`src/rtl/multiplier_sequencer.sv`:
```
// Sequencer for the registered multiplier wrapper: accepts operand pairs, drives the
// wrapper's write/read/reset enables in a fixed schedule and returns one result per op.
module multiplier_sequencer #(
    parameter int N = 32
) (
    input  logic           clk,
    input  logic           reset,
    input  logic           inValid,
    output logic           inReady,
    input  logic [N-1:0]   a,
    input  logic [N-1:0]   b,
    output logic           outValid,
    input  logic           outReady,
    output logic [2*N-1:0] result,
    output logic           resultOverflow,
    output logic           resultError,
    output logic [N-1:0]   opA,
    output logic [N-1:0]   opB,
    output logic           writeEnableA,
    output logic           writeEnableB,
    output logic           writeEnableOut,
    output logic           readEnableA,
    output logic           readEnableB,
    output logic           readEnableOut,
    output logic           resetA,
    output logic           resetB,
    output logic           resetOut,
    input  logic [2*N-1:0] productIn,
    input  logic           overflowIn,
    input  logic           accessErrorA,
    input  logic           accessErrorB,
    input  logic           accessErrorOut
);

    typedef enum logic [2:0] {
        CLEAR   = 3'd0,
        IDLE    = 3'd1,
        LOAD    = 3'd2,
        COMPUTE = 3'd3,
        DRAIN   = 3'd4,
        DONE    = 3'd5
    } state_e;

    // Enable bundle order: {weA, weB, weOut, reA, reB, reOut, rstA, rstB, rstOut}
    localparam logic [8:0] EN_NONE    = 9'b000_000_000;
    localparam logic [8:0] EN_CLEAR   = 9'b000_000_111;
    localparam logic [8:0] EN_LOAD    = 9'b110_000_000;
    localparam logic [8:0] EN_COMPUTE = 9'b001_110_000;
    localparam logic [8:0] EN_DRAIN   = 9'b000_001_000;

    state_e         state_q, state_d;
    logic [N-1:0]   op_a_q, op_a_d;
    logic [N-1:0]   op_b_q, op_b_d;
    logic [2*N-1:0] result_q, result_d;
    logic           ovf_q, ovf_d;
    logic           err_q, err_d;
    logic [8:0]     enables_q, enables_d;
    logic           in_ready_q, in_ready_d;
    logic           out_valid_q, out_valid_d;
    logic           any_err_s;

    assign any_err_s = accessErrorA | accessErrorB | accessErrorOut;

    // Next-state, datapath capture and registered-output decode of the upcoming state.
    always_comb begin
        state_d     = state_q;
        op_a_d      = op_a_q;
        op_b_d      = op_b_q;
        result_d    = result_q;
        ovf_d       = ovf_q;
        err_d       = err_q;
        enables_d   = EN_NONE;
        in_ready_d  = 1'b0;
        out_valid_d = 1'b0;

        case (state_q)
            CLEAR: begin
                state_d = IDLE;
            end
            IDLE: begin
                if (inValid) begin
                    op_a_d  = a;
                    op_b_d  = b;
                    err_d   = 1'b0;
                    state_d = LOAD;
                end else begin
                    state_d = IDLE;
                end
            end
            LOAD: begin
                err_d   = err_q | any_err_s;
                state_d = COMPUTE;
            end
            COMPUTE: begin
                err_d   = err_q | any_err_s;
                ovf_d   = overflowIn;
                state_d = DRAIN;
            end
            DRAIN: begin
                err_d    = err_q | any_err_s;
                result_d = productIn;
                state_d  = DONE;
            end
            DONE: begin
                if (outReady) begin
                    state_d = IDLE;
                end else begin
                    state_d = DONE;
                end
            end
            default: begin
                state_d = CLEAR;
            end
        endcase

        // Outputs are registered, so decode them from the state being entered.
        case (state_d)
            CLEAR:   enables_d   = EN_CLEAR;
            IDLE:    in_ready_d  = 1'b1;
            LOAD:    enables_d   = EN_LOAD;
            COMPUTE: enables_d   = EN_COMPUTE;
            DRAIN:   enables_d   = EN_DRAIN;
            DONE:    out_valid_d = 1'b1;
            default: enables_d   = EN_CLEAR;
        endcase
    end

    // State and output registers; reset parks in CLEAR with the wrapper resets asserted.
    always_ff @(posedge clk or posedge reset) begin
        if (reset) begin
            state_q     <= CLEAR;
            op_a_q      <= '0;
            op_b_q      <= '0;
            result_q    <= '0;
            ovf_q       <= 1'b0;
            err_q       <= 1'b0;
            enables_q   <= EN_CLEAR;
            in_ready_q  <= 1'b0;
            out_valid_q <= 1'b0;
        end else begin
            state_q     <= state_d;
            op_a_q      <= op_a_d;
            op_b_q      <= op_b_d;
            result_q    <= result_d;
            ovf_q       <= ovf_d;
            err_q       <= err_d;
            enables_q   <= enables_d;
            in_ready_q  <= in_ready_d;
            out_valid_q <= out_valid_d;
        end
    end

    assign inReady        = in_ready_q;
    assign outValid       = out_valid_q;
    assign result         = result_q;
    assign resultOverflow = ovf_q;
    assign resultError    = err_q;
    assign opA            = op_a_q;
    assign opB            = op_b_q;

    assign {writeEnableA, writeEnableB, writeEnableOut,
            readEnableA, readEnableB, readEnableOut,
            resetA, resetB, resetOut} = enables_q;

endmodule

```
`config.mk`:
```
export PLATFORM = sky130hd
export DESIGN_NAME = multiplier_sequencer
export DESIGN_NICKNAME = d
export VERILOG_FILES = /design/src/rtl/multiplier_sequencer.sv
export SDC_FILE = /design/constraint.sdc
export NUM_CORES = 1
export LEC_CHECK = 0
export ABC_AREA = 1
export CORE_MARGIN = 8
export CORE_UTILIZATION = 43
export DETAILED_ROUTE_END_ITERATION = 8
export GPL_ROUTABILITY_DRIVEN = 0
export PLACE_DENSITY = 0.84
export SLEW_MARGIN = 25
export SYNTH_ARGS = -nofsm -noshare
export SYNTH_HDL_FRONTEND = slang
export SYNTH_SLANG_ARGS = --single-unit
export TNS_END_PERCENT = 5
```
`constraint.sdc`:
```
create_clock -name clk -period 10.4 [get_ports clk]
set_input_delay 2.6 -clock clk [delete_from_list [all_inputs] [get_ports clk]]
set_output_delay 2.6 -clock clk [all_outputs]
set_load 0.01 [all_outputs]
```
# ---- Word-level counts from Yosys, hierarchy flattened
# Cells that the tools add are included.
dict set report classes {
  eq_ne 11
  muxes 8
  bitwise_logic 3
  reduce_logical 6
}
# operator count
set ops {}
lappend ops {{case mux 9 bit (4 select lines)} 1}
lappend ops {{case mux 3 bit (6 select lines)} 1}
lappend ops {{== test 3 x 2 -> 1 bit, second input constant} 4}
lappend ops {{== test 3 bit, second input constant} 4}
lappend ops {{== test 3 x 1 -> 1 bit, second input constant} 2}
lappend ops {{AND reduction 2 bit} 2}
lappend ops {{zero test 3 bit} 1}
lappend ops {{two-way mux 1 bit} 3}
lappend ops {{two-way mux 3 bit} 1}
lappend ops {{OR 1 bit} 3}
lappend ops {{OR reduction 3 bit} 1}
lappend ops {{two-way mux 2 bit} 1}
lappend ops {{inequality test 2 bit, second input constant} 1}
lappend ops {{case mux 1 bit (2 select lines)} 1}
lappend ops {{nonzero test 2 bit} 1}
lappend ops {{OR reduction 2 bit} 1}
dict set report totals {
  register_bits 144
  in_bits 136
  out_inout_bits 141
  elab_cells 37
}

# ---- Depth between registers and ports, before layout
# Gate-level depths: netlist of the first run.
dict set report depth {
  ltp_word 5
  ltp_mapped 8
  ltp_nobuf 6
}

# ---- Worst setup path before layout of the first run
# No wires, ideal clock.
dict set report synth_timing {
  path_kind {input to register}
  from {input port inValid}
  to {register op_a_q[0], in the netlist opA[0]}
  setup_ps 116
  arrival_ps 3257
  t_required_ps 10284
  setup_slack_ps 7027
  cell_stages 7
  path_buffers 2
  path_cell_list {inv_1 -> nor2_1 -> nand2_2 -> buf_4 -> buf_2 -> nand2_1 -> nand2_1}
}
dict set report synth_via {
  elab_chain_cells 1
}
# element line
set synth_rtl {}
lappend synth_rtl {{start, declared} 8} ;# input logic inValid,
lappend synth_rtl {{AND reduction 2 bit (no line)} n/a}
lappend synth_rtl {{end signal, assigned} 142} ;# op_a_q <= op_a_d;
lappend synth_rtl {{end, declared} 52} ;# logic [N-1:0] op_a_q, op_a_d;
# Every way passes these cells.
# A chain may end at the register's enable or synchronous reset.

==> summary.md, run 1 <==
| Metric | Value |
|---|---|
| Outcome | `finished, final reports clean` |
| MaxCap Viol Count | `0` |
| Total Nets Final | `998` |
| Congestion Overflow GR | `0` |
| Initial DRC count | `284` |
| Xor/xnor cell area share of the yosys netlist | `0%` |
| Top-area cell type share of the netlist area | `63.71%` |
| Max incr delay on CP | `0.56 ns` |
| Simple-gate portion of the synthesized area | `29.80%` |
| Crit path max fanout | `3` |
| Cells along the critical path | `clkdlybuf4s50_1` |
| DIE AREA | `16450 um2` |
| Clock Latency Late Sink | `0.41 ns` |
| Synthesized cell area | `5420 um2` |
| Syn avg cell area | `9.004 um2` |
| WL per Instance | `16.44 um` |
| Largest net degree at the start of global routing | `80` |
| Leading area contributor after synthesis | `dfrtp_1` |
| Critical path arrival | `1.52 ns` |
| Via/cell ratio | `4.721` |
| Cells after Synth | `602` |
| Synthesized Nets | `738` |
| CTS clk-pin slew, worst paths | `0.06 ns` |
| Static Leak | `0.004298 uW` |
| Initial antenna violation count | `0` |
| Worst Max-Slew Pin Slew | `0.8838 ns` |
| Hold Violations, Final | `0` |
| Worst Hold Class | `reg -> reg` |
| Clock sink count | `139` |
| Root Driver | `clkbuf_16` |
| TritonCTS clock tree | `done` |
| Ant diodes | `0` |
| Dominant synthesized flop cell | `dfrtp_1` |
| Slowest cell on the critical path | `dfstp_2` |
| Syn-to-layout area delta | `62.49%` |
| Mux share of post-synthesis cell area | `0%` |
| Placed insts | `1015` |
| P per Cell Area | `315.5 nW/um2` |
| H-Tree Level Count | `4` |
| Setup-failing EPs final | `0` |
| I/O Pins | `277` |
| Post-cts gate resize count | `0` |
| PortBufs | `276` |
| Setup fix buffers added after clock tree synthesis | `0` |
| Non-Filler Instances | `1044` |
| Most frequent cells after synthesis | `nand2_1, dfrtp_1, nand3_1` |
| Flops & latches, synth | `139` |
| CP endpoint kind | `primary output` |
| Crit start category | `register` |
| DPL Wire Length | `12.02 mm` |
| Max Transition Viols Final | `0` |
| Cell family with most CP delay | `flip-flops` |
| Cell Rows | `41` |
| Async set-reset flop share out of synthesis | `100.0%` |
| Router iterations before antenna repair | `4` |
| Tmin final | `4.118 ns` |
| First-pass GRT wire length | `26.99 mm` |
| Hold-fix buffers, CTS | `0` |
| Total CTS buffers | `17` |
| Leading post-synthesis cells by cell area | `dfrtp_1, nand2_1, nand3_1, buf_4, buf_6` |
| Crit share post-route | `39.60%` |
| Vias | `4929` |
| Die width | `128.3 um` |
| Slew headroom | `41.08%` |
| CORE AREA | `12470 um2` |
| Critical path class | `reg -> out` |
| Register area share after synthesis | `64.20%` |
| F_max | `242.8 MHz` |
| Area fraction in compound gates after synthesis | `0.3232%` |
| TNS Setup | `0 ns` |
| Largest family of logic cells by synthesized area | `simple AND/OR/NAND/NOR gates` |
| Routed Antenna Nets | `0` |
| Die Ht | `128.3 um` |
| Initial core utilization | `43.48%` |
| Worst Skew | `0.008540 ns` |
| Yosys cell types | `17` |
| RSZ-0062 raised after global routing | `false` |
| Most frequent cell after synthesis | `nand2_1` |
| Peak VDD IR | `0.1584 mV` |
| CTS max path bufs | `2` |
| CP bufs+invs | `1` |
| Number of global-route vias before repair | `5058` |
| Share of cells above drive strength 1 | `4.817%` |
| DR DRC count | `0` |
| Critical Path RT | `7.80 ns` |
| Number of synthesized flops with an enable pin | `0` |
| Synth Area in Adders | `0%` |
| Yosys Warn Count | `0` |
| Gr usage total | `21.23%` |
| Total Wirelength | `17.17 mm` |
-- routing by layer --
| layer | wire length [um] | share of wire, % | global-route usage [%] |
|---|---|---|---|
| met1 | 6816 | 40 | 24.90 |
| met2 | 8353 | 49 | 34.20 |
| met3 | 1527 | 8.9 | 7.862 |
| met4 | 468 | 2.7 | 9.231 |
| met5 | 0 | 0 | 0 |
-- sequential cells by signal, indices dropped and copies added, names as in the netlist --
signal          cells
result             64
opA                32
opB                32
enables_q           4
state_q             3
inReady             1
outValid            1
resultError         1
resultOverflow      1
-- stage by stage --
stage	utilization [%]	area (um2)	setup slack [ns]	power, uW	hold WS, ns
after global routing	70.65	8807	6.207	2961	0.4910
after CTS	70.61	8802	6.253	2807	0.4796
after detailed placement	65.70	8190	5.853	2164	0.4638
after global placement	65.70	8190	5.842	2132	0.4602
after floorplan	-	5420	4.077	1479	0.5057
final	70.65	8807	6.282	2778	0.4743
-- final timing paths --
check	start	end	slack (ns)	depth (start not counted)
worst max-delay path	enables_q[2]	resetB	6.28	1
worst min-delay path	opA[27]	opA[27]	0.47	2
worst max register to register	state_q[0]	result[39]	8.48	6
worst min register to register	opA[27]	opA[27]	0.47	2
max in group asynchronous	reset	inReady	6.67	3
min in group asynchronous	reset	opA[25]	2.62	2
-- cells in the final DEF (no fill, tap or decap) --
master	n
nand2_1	332
clkdlybuf4s50_1	276
dfrtp_1	138
nand3_1	66
clkbuf_16	17
inv_1	10
nor2_1	4
clkinvlp_4	4
bufinv_16	4
buf_4	4
inv_2	2
clkinv_2	2
clkinv_4	2
nand3_2	1
nor2_2	1
nand2_2	1
o22ai_1	1
a31oi_1	1
inv_6	1
nand4_1	1
o21ai_0	1
clkbuf_8	1
dfstp_2	1
buf_6	1
-- final cells by class --
class	instances	area, um2
fillers	921	3659
flip-flops and latches	139	3480
repair buffers	281	2804
multi-input cells	409	1638
clock buffers	18	439.2
well taps	172	215.2
clock inverters	11	172.7
inverters	14	58.81
-- report_power, final --
group | switching, uW | internal [uW] | total [uW] | leakage, uW
Combinational | 588 | 616 | 1200 | 0.00230
Sequential | 143 | 803 | 946 | 0.00171
Clock | 225 | 403 | 628 | 0.000286
Total | 956 | 1820 | 2780 | 0.00430
-- logic make-up (layout without fill, tap and decap cells) --
| kind of cell | count (synthesis) | count (layout) |
|---|---|---|
| AOI/OAI and AO/OA | 3 | 3 |
| buffers and inverters | 54 | 324 |
| DFF | 139 | 139 |
| and+or+nand+nor | 406 | 406 |
Power figures use the tool's default switching activity.
==> run 2: changes to the inputs <==
--- a/config.mk
+++ b/config.mk
@@ -7,10 +7,10 @@
 export LEC_CHECK = 0
 export ABC_AREA = 1
 export CORE_MARGIN = 8
-export CORE_UTILIZATION = 43
+export CORE_UTILIZATION = 36
 export DETAILED_ROUTE_END_ITERATION = 8
 export GPL_ROUTABILITY_DRIVEN = 0
-export PLACE_DENSITY = 0.84
+export PLACE_DENSITY = 0.75
 export SLEW_MARGIN = 25
 export SYNTH_ARGS = -nofsm -noshare
 export SYNTH_HDL_FRONTEND = slang
==> constraint.sdc (replaced) <==
create_clock -name clk -period 3.6 [get_ports clk]
set_input_delay 0.9 -clock clk [delete_from_list [all_inputs] [get_ports clk]]
set_output_delay 0.9 -clock clk [all_outputs]
set_load 0.01 [all_outputs]
==> run 2 against run 1 <==
Against the previous run: cell area up 0.91%; critical path type unchanged; critical path depth unchanged; cell count up 2.0%; highest routed layer unchanged; register-to-register slack lost 7.0 ns; combinational power grew to 2.9 times the previous value; die area increased by 17%; clock skew is essentially flat; sequential share of layout area is 0.36 points lower; non-clock buffer count increased by 2; wire length about the same.
==> summary.md, run 2 (synthesis gave the netlist of run 1 again) <==
| Metric | Value |
|---|---|
| Comb pwr share | `43.4%` |
| Cells along the critical path | `clkdlybuf4s50_1` |
| WL per Instance | `16.13 um` |
| Setup fix buffers added after clock tree synthesis | `0` |
| I/O Pins | `277` |
| Max incr delay on CP | `0.56 ns` |
| DR DRC count | `0` |
| F_max | `414.8 MHz` |
| Initial DRC count | `288` |
| DIE AREA | `19240 um2` |
| Clk pwr share | `22.6%` |
| Via/cell ratio | `4.532` |
| Congestion Overflow GR | `0` |
| Filler cells | `1293` |
| Net load switching power | `2756 uW` |
| Vias | `4827` |
| CTS max path bufs | `2` |
| Share of cells above drive strength 1 | `5.131%` |
| Hold Violations, Final | `0` |
| Post-cts gate resize count | `0` |
| H-Tree Level Count | `4` |
| Clock sink count | `139` |
| Most frequent cells in the layout | `nand2_1, clkdlybuf4s50_1, dfrtp_1, nand3_1, clkbuf_16` |
| Critical path arrival | `1.51 ns` |
| Cell area after layout | `8887 um2` |
| Gr usage total | `18.17%` |
| Max reg flops | `64` |
| Syn-to-layout area delta | `63.97%` |
| CTS clk-pin slew, worst paths | `0.05 ns` |
| Die width | `138.7 um` |
| Setup-failing EPs final | `0` |
| Core Util, Final | `59.34%` |
| Root Driver | `clkbuf_16` |
| MaxCap Viol Count | `0` |
| P per Cell Area | `903.9 nW/um2` |
| Outcome | `finished, final reports clean` |
| Crit share post-route | `66.97%` |
| Max Transition Viols Final | `0` |
| Clock Latency Late Sink | `0.41 ns` |
| Worst Hold Class | `reg -> reg` |
| Slowest cell on the critical path | `dfstp_2` |
| CORE AREA | `14980 um2` |
| Worst Skew | `0.008080 ns` |
| Peak VDD IR | `0.4127 mV` |
| P_int | `5277 uW` |
| RSZ-0062 raised after global routing | `false` |
| Crit path max fanout | `3` |
| Critical Path RT | `2.70 ns` |
| Largest net degree at the start of global routing | `67` |
| Seq pwr share | `34.0%` |
| Post-Place Cell Area | `8264 um2` |
| TritonCTS clock tree | `done` |
| DPL Wire Length | `12.16 mm` |
| Total Nets Final | `1000` |
| First-pass GRT wire length | `27.69 mm` |
| Cell Rows | `45` |
| TNS Setup | `0 ns` |
| Ant diodes | `0` |
| Static Leak | `0.004325 uW` |
| Critical path class | `reg -> out` |
| Worst Max-Slew Pin Slew | `0.7336 ns` |
| Initial antenna violation count | `0` |
| Slew headroom | `51.10%` |
| Switching Fraction | `34.30%` |
| Tmin final | `2.411 ns` |
| PortBufs | `276` |
| CP endpoint kind | `primary output` |
| Routed Antenna Nets | `0` |
| Die Ht | `138.7 um` |
| Router iterations before antenna repair | `6` |
| Initial core utilization | `36.19%` |
| Crit start category | `register` |
| Total CTS buffers | `17` |
| CP bufs+invs | `1` |
| Hold-fix buffers, CTS | `0` |
| Cell family with most CP delay | `flip-flops` |
| Total Wirelength | `17.18 mm` |
| Most common cell after layout, fill and taps aside | `nand2_1` |
| Number of global-route vias before repair | `4999` |
-- run 2: changes by cell type in the layout (fill, tap and decap cells not counted), sizes merged --
cell,previous run,this run
inv,13,14
bufinv,4,3
clkinv,4,2
clkbuf,18,23
buf,5,7
-- run 2: power groups by stage --
| stage | Clock (uW) | Combinational [uW] | Sequential, uW |
|---|---|---|---|
| 2_1_floorplan | 0 | 1210 | 3070 |
| 3_3_place_gp | 0 | 3480 | 2720 |
| 3_5_place_dp | 0 | 3540 | 2730 |
| 4_1_cts | 1860 | 3560 | 2730 |
| 5_1_grt | 1940 | 3830 | 2830 |
| 6_report | 1810 | 3490 | 2730 |
-- run 2: path summary, 6_finish.rpt --
check | from | endpoint | slack [ns] | depth (start not counted)
max in group asynchronous | reset | enables_q[2] | 1.95 | 3
max reg2reg | state_q[0] | opA[27] | 1.50 | 7
max | enables_q[2] | resetB | 1.19 | 1
min reg2reg | opB[13] | opB[13] | 0.47 | 2
min | opB[13] | opB[13] | 0.47 | 2
min in group asynchronous | reset | opA[16] | 0.93 | 2
-- run 2: layer usage --
metal	part of all wire [%]	wire length [um]	global-route usage, %
met5	0	0	0
met4	1.2	200	4.564
met3	8.4	1447	7.849
met2	48	8164	29.37
met1	43	7365	21.91
-- run 2: layout make-up --
cell class	instances	area, um2	area share [%]
tap	188	235.2	2.647
clock inverter	9	135.1	1.520
sequential	139	3480	39.15
multi-input combinational	409	1638	18.43
timing repair buffer	283	2853	32.10
clock buffer	23	488.0	5.491
inverter	14	58.81	0.6617
-- run 2: per-stage QoR --
| step | hold WS (ns) | std cells | total power [uW] | worst slack (ns) |
|---|---|---|---|---|
| final | 0.4736 | 1065 | 8033 | 1.189 |
| after global routing | 0.4973 | 1065 | 8592 | 1.145 |
| after global placement | 0.4607 | 1033 | 6207 | 1.163 |
| after floorplan | 0.5057 | 602 | 4274 | 0.9657 |
| after detailed placement | 0.4639 | 1033 | 6278 | 1.112 |
| after CTS | 0.4793 | 1065 | 8150 | 1.156 |
==> run 3: changes to the inputs <==
==> constraint.sdc (replaced) <==
create_clock -name clk -period 2.18 [get_ports clk]
set_input_delay 0.545 -clock clk [delete_from_list [all_inputs] [get_ports clk]]
set_output_delay 0.545 -clock clk [all_outputs]
set_load 0.01 [all_outputs]
==> run 3 against run 2 <==
Against the previous run: cell area up 0.62%; core utilization is 0.37 points higher; power increased by 67%; worst setup slack worse by 1.1 ns; worst hold slack improved by 0.00053 ns; clock skew grew 0.00079 ns; cell count about the same; sequential share of layout area down 0.24 points; clock power grew 66%; count of clock-buffer cells in the layout shrank 4; sequential cell count stayed put; register-to-register slack lost 0.99 ns; critical endpoint is now resetOut.
==> summary.md, run 3 (synthesis gave the netlist of run 1 again) <==
| Metric | Value |
|---|---|
| Outcome | `finished, final reports clean` |
| Cells along the critical path | `clkdlybuf4s50_1` |
| FF-to-FF setup slack | `0.51 ns` |
| PortBufs | `276` |
| Total CTS buffers | `17` |
| Setup fix buffers added after clock tree synthesis | `0` |
| F_max | `488.4 MHz` |
| Cell Rows | `45` |
| Setup-failing EPs final | `0` |
| DR DRC count | `0` |
| Clock Latency Late Sink | `0.41 ns` |
| Initial antenna violation count | `0` |
| Post-cts gate resize count | `0` |
| CTS clk-pin slew, worst paths | `0.05 ns` |
| Routed Antenna Nets | `0` |
| Via/cell ratio | `4.538` |
| Non-Filler Instances | `1066` |
| Slew headroom | `53.42%` |
| P per Cell Area | `1496 nW/um2` |
| Tmin final | `2.048 ns` |
| Gr usage total | `18.02%` |
| Static Leak | `0.004357 uW` |
| Share of cells above drive strength 1 | `5.353%` |
| Crit start category | `register` |
| RSZ-0062 raised after global routing | `false` |
| Router iterations before antenna repair | `4` |
| Largest net degree at the start of global routing | `75` |
| CP endpoint kind | `primary output` |
| Crit share post-route | `93.92%` |
| Syn-to-layout area delta | `64.98%` |
| Number of global-route vias before repair | `5014` |
| Most common cell after layout, fill and taps aside | `nand2_1` |
| CP bufs+invs | `1` |
| Ant diodes | `0` |
| Tot Pwr | `13380 uW` |
| Critical path class | `reg -> out` |
| Congestion Overflow GR | `0` |
| Clock sink count | `139` |
| TritonCTS clock tree | `done` |
| Total Nets Final | `1002` |
| Critical Path RT | `1.63 ns` |
| DPL Wire Length | `12.24 mm` |
| Core Util, Final | `59.71%` |
| Max Transition Viols Final | `0` |
| Cell family with most CP delay | `flip-flops` |
| Initial core utilization | `36.19%` |
| CORE AREA | `14980 um2` |
| Critical path arrival | `1.50 ns` |
| Worst Hold Class | `reg -> reg` |
| Slowest cell on the critical path | `dfstp_2` |
| Total Wirelength | `17.25 mm` |
| Most frequent cells in the layout | `nand2_1, clkdlybuf4s50_1, dfrtp_1, nand3_1, clkbuf_16` |
| DIE AREA | `19240 um2` |
| H-Tree Level Count | `4` |
| First-pass GRT wire length | `27.58 mm` |
| Crit path max fanout | `3` |
| Max incr delay on CP | `0.56 ns` |
| Peak VDD IR | `0.6382 mV` |
| MaxCap Viol Count | `0` |
| Root Driver | `clkbuf_16` |
| Worst Max-Slew Pin Slew | `0.6987 ns` |
| Die width | `138.7 um` |
| Placed insts | `1035` |
| Hold slack | `0.4741 ns` |
| Hold Violations, Final | `0` |
| WL per Instance | `16.18 um` |
| I/O Pins | `277` |
| Hold-fix buffers, CTS | `0` |
| CTS max path bufs | `2` |
| Vias | `4837` |
| Initial DRC count | `273` |
| Die Ht | `138.7 um` |
| Max reg flops | `64` |
| Filler cells | `1272` |
| Worst Skew | `0.008868 ns` |
run 3: metal layers:
metal,up-vias,routed length [um],global-route usage (%)
met5,-,0,0
met3,25,1506,7.263
met1,2250,7287,21.34
met2,187,8100,29.00
met4,0,359,6.644
li1,2375,-,-
run 3: metrics by stage:
stage               worst slack [ns]  setup TNS (ns)  area [um2]
floorplan                   -0.09929          -13.70        5424
global placement              0.3595               0        8327
detailed placement            0.3168               0        8327
CTS                          0.08764               0        8942
global route                 0.08821               0        8942
finish                        0.1325               0        8942
run 3: final timing paths:
| check | depth (start not counted) | startpoint | end |
|---|---|---|---|
| worst max-delay path | 1 | enables_q[2] | resetOut |
| worst min-delay path | 2 | result[45] | result[45] |
| worst max register to register | 5 | state_q[1] | result[63] |
| worst min register to register | 2 | result[45] | result[45] |
| max in group asynchronous | 3 | reset | result[5] |
| min in group asynchronous | 3 | reset | state_q[1] |
run 3: cell type report:
type                       instances  area [um2]  area share, %
inverter                          14       56.30         0.6296
multi-input combinational        409        1638          18.32
timing repair buffer             285        2918          32.63
clock buffer                      19       442.9          4.953
tap                              188       235.2          2.630
sequential                       139        3480          38.91
clock inverter                    12       172.7          1.931
run 3: report_power, final:
part / leakage [uW] / internal [uW] / switching (uW)
clock: 0.000299 / 1930 / 1080
sequential: 0.00171 / 3830 / 681
combinational: 0.00235 / 3030 / 2820
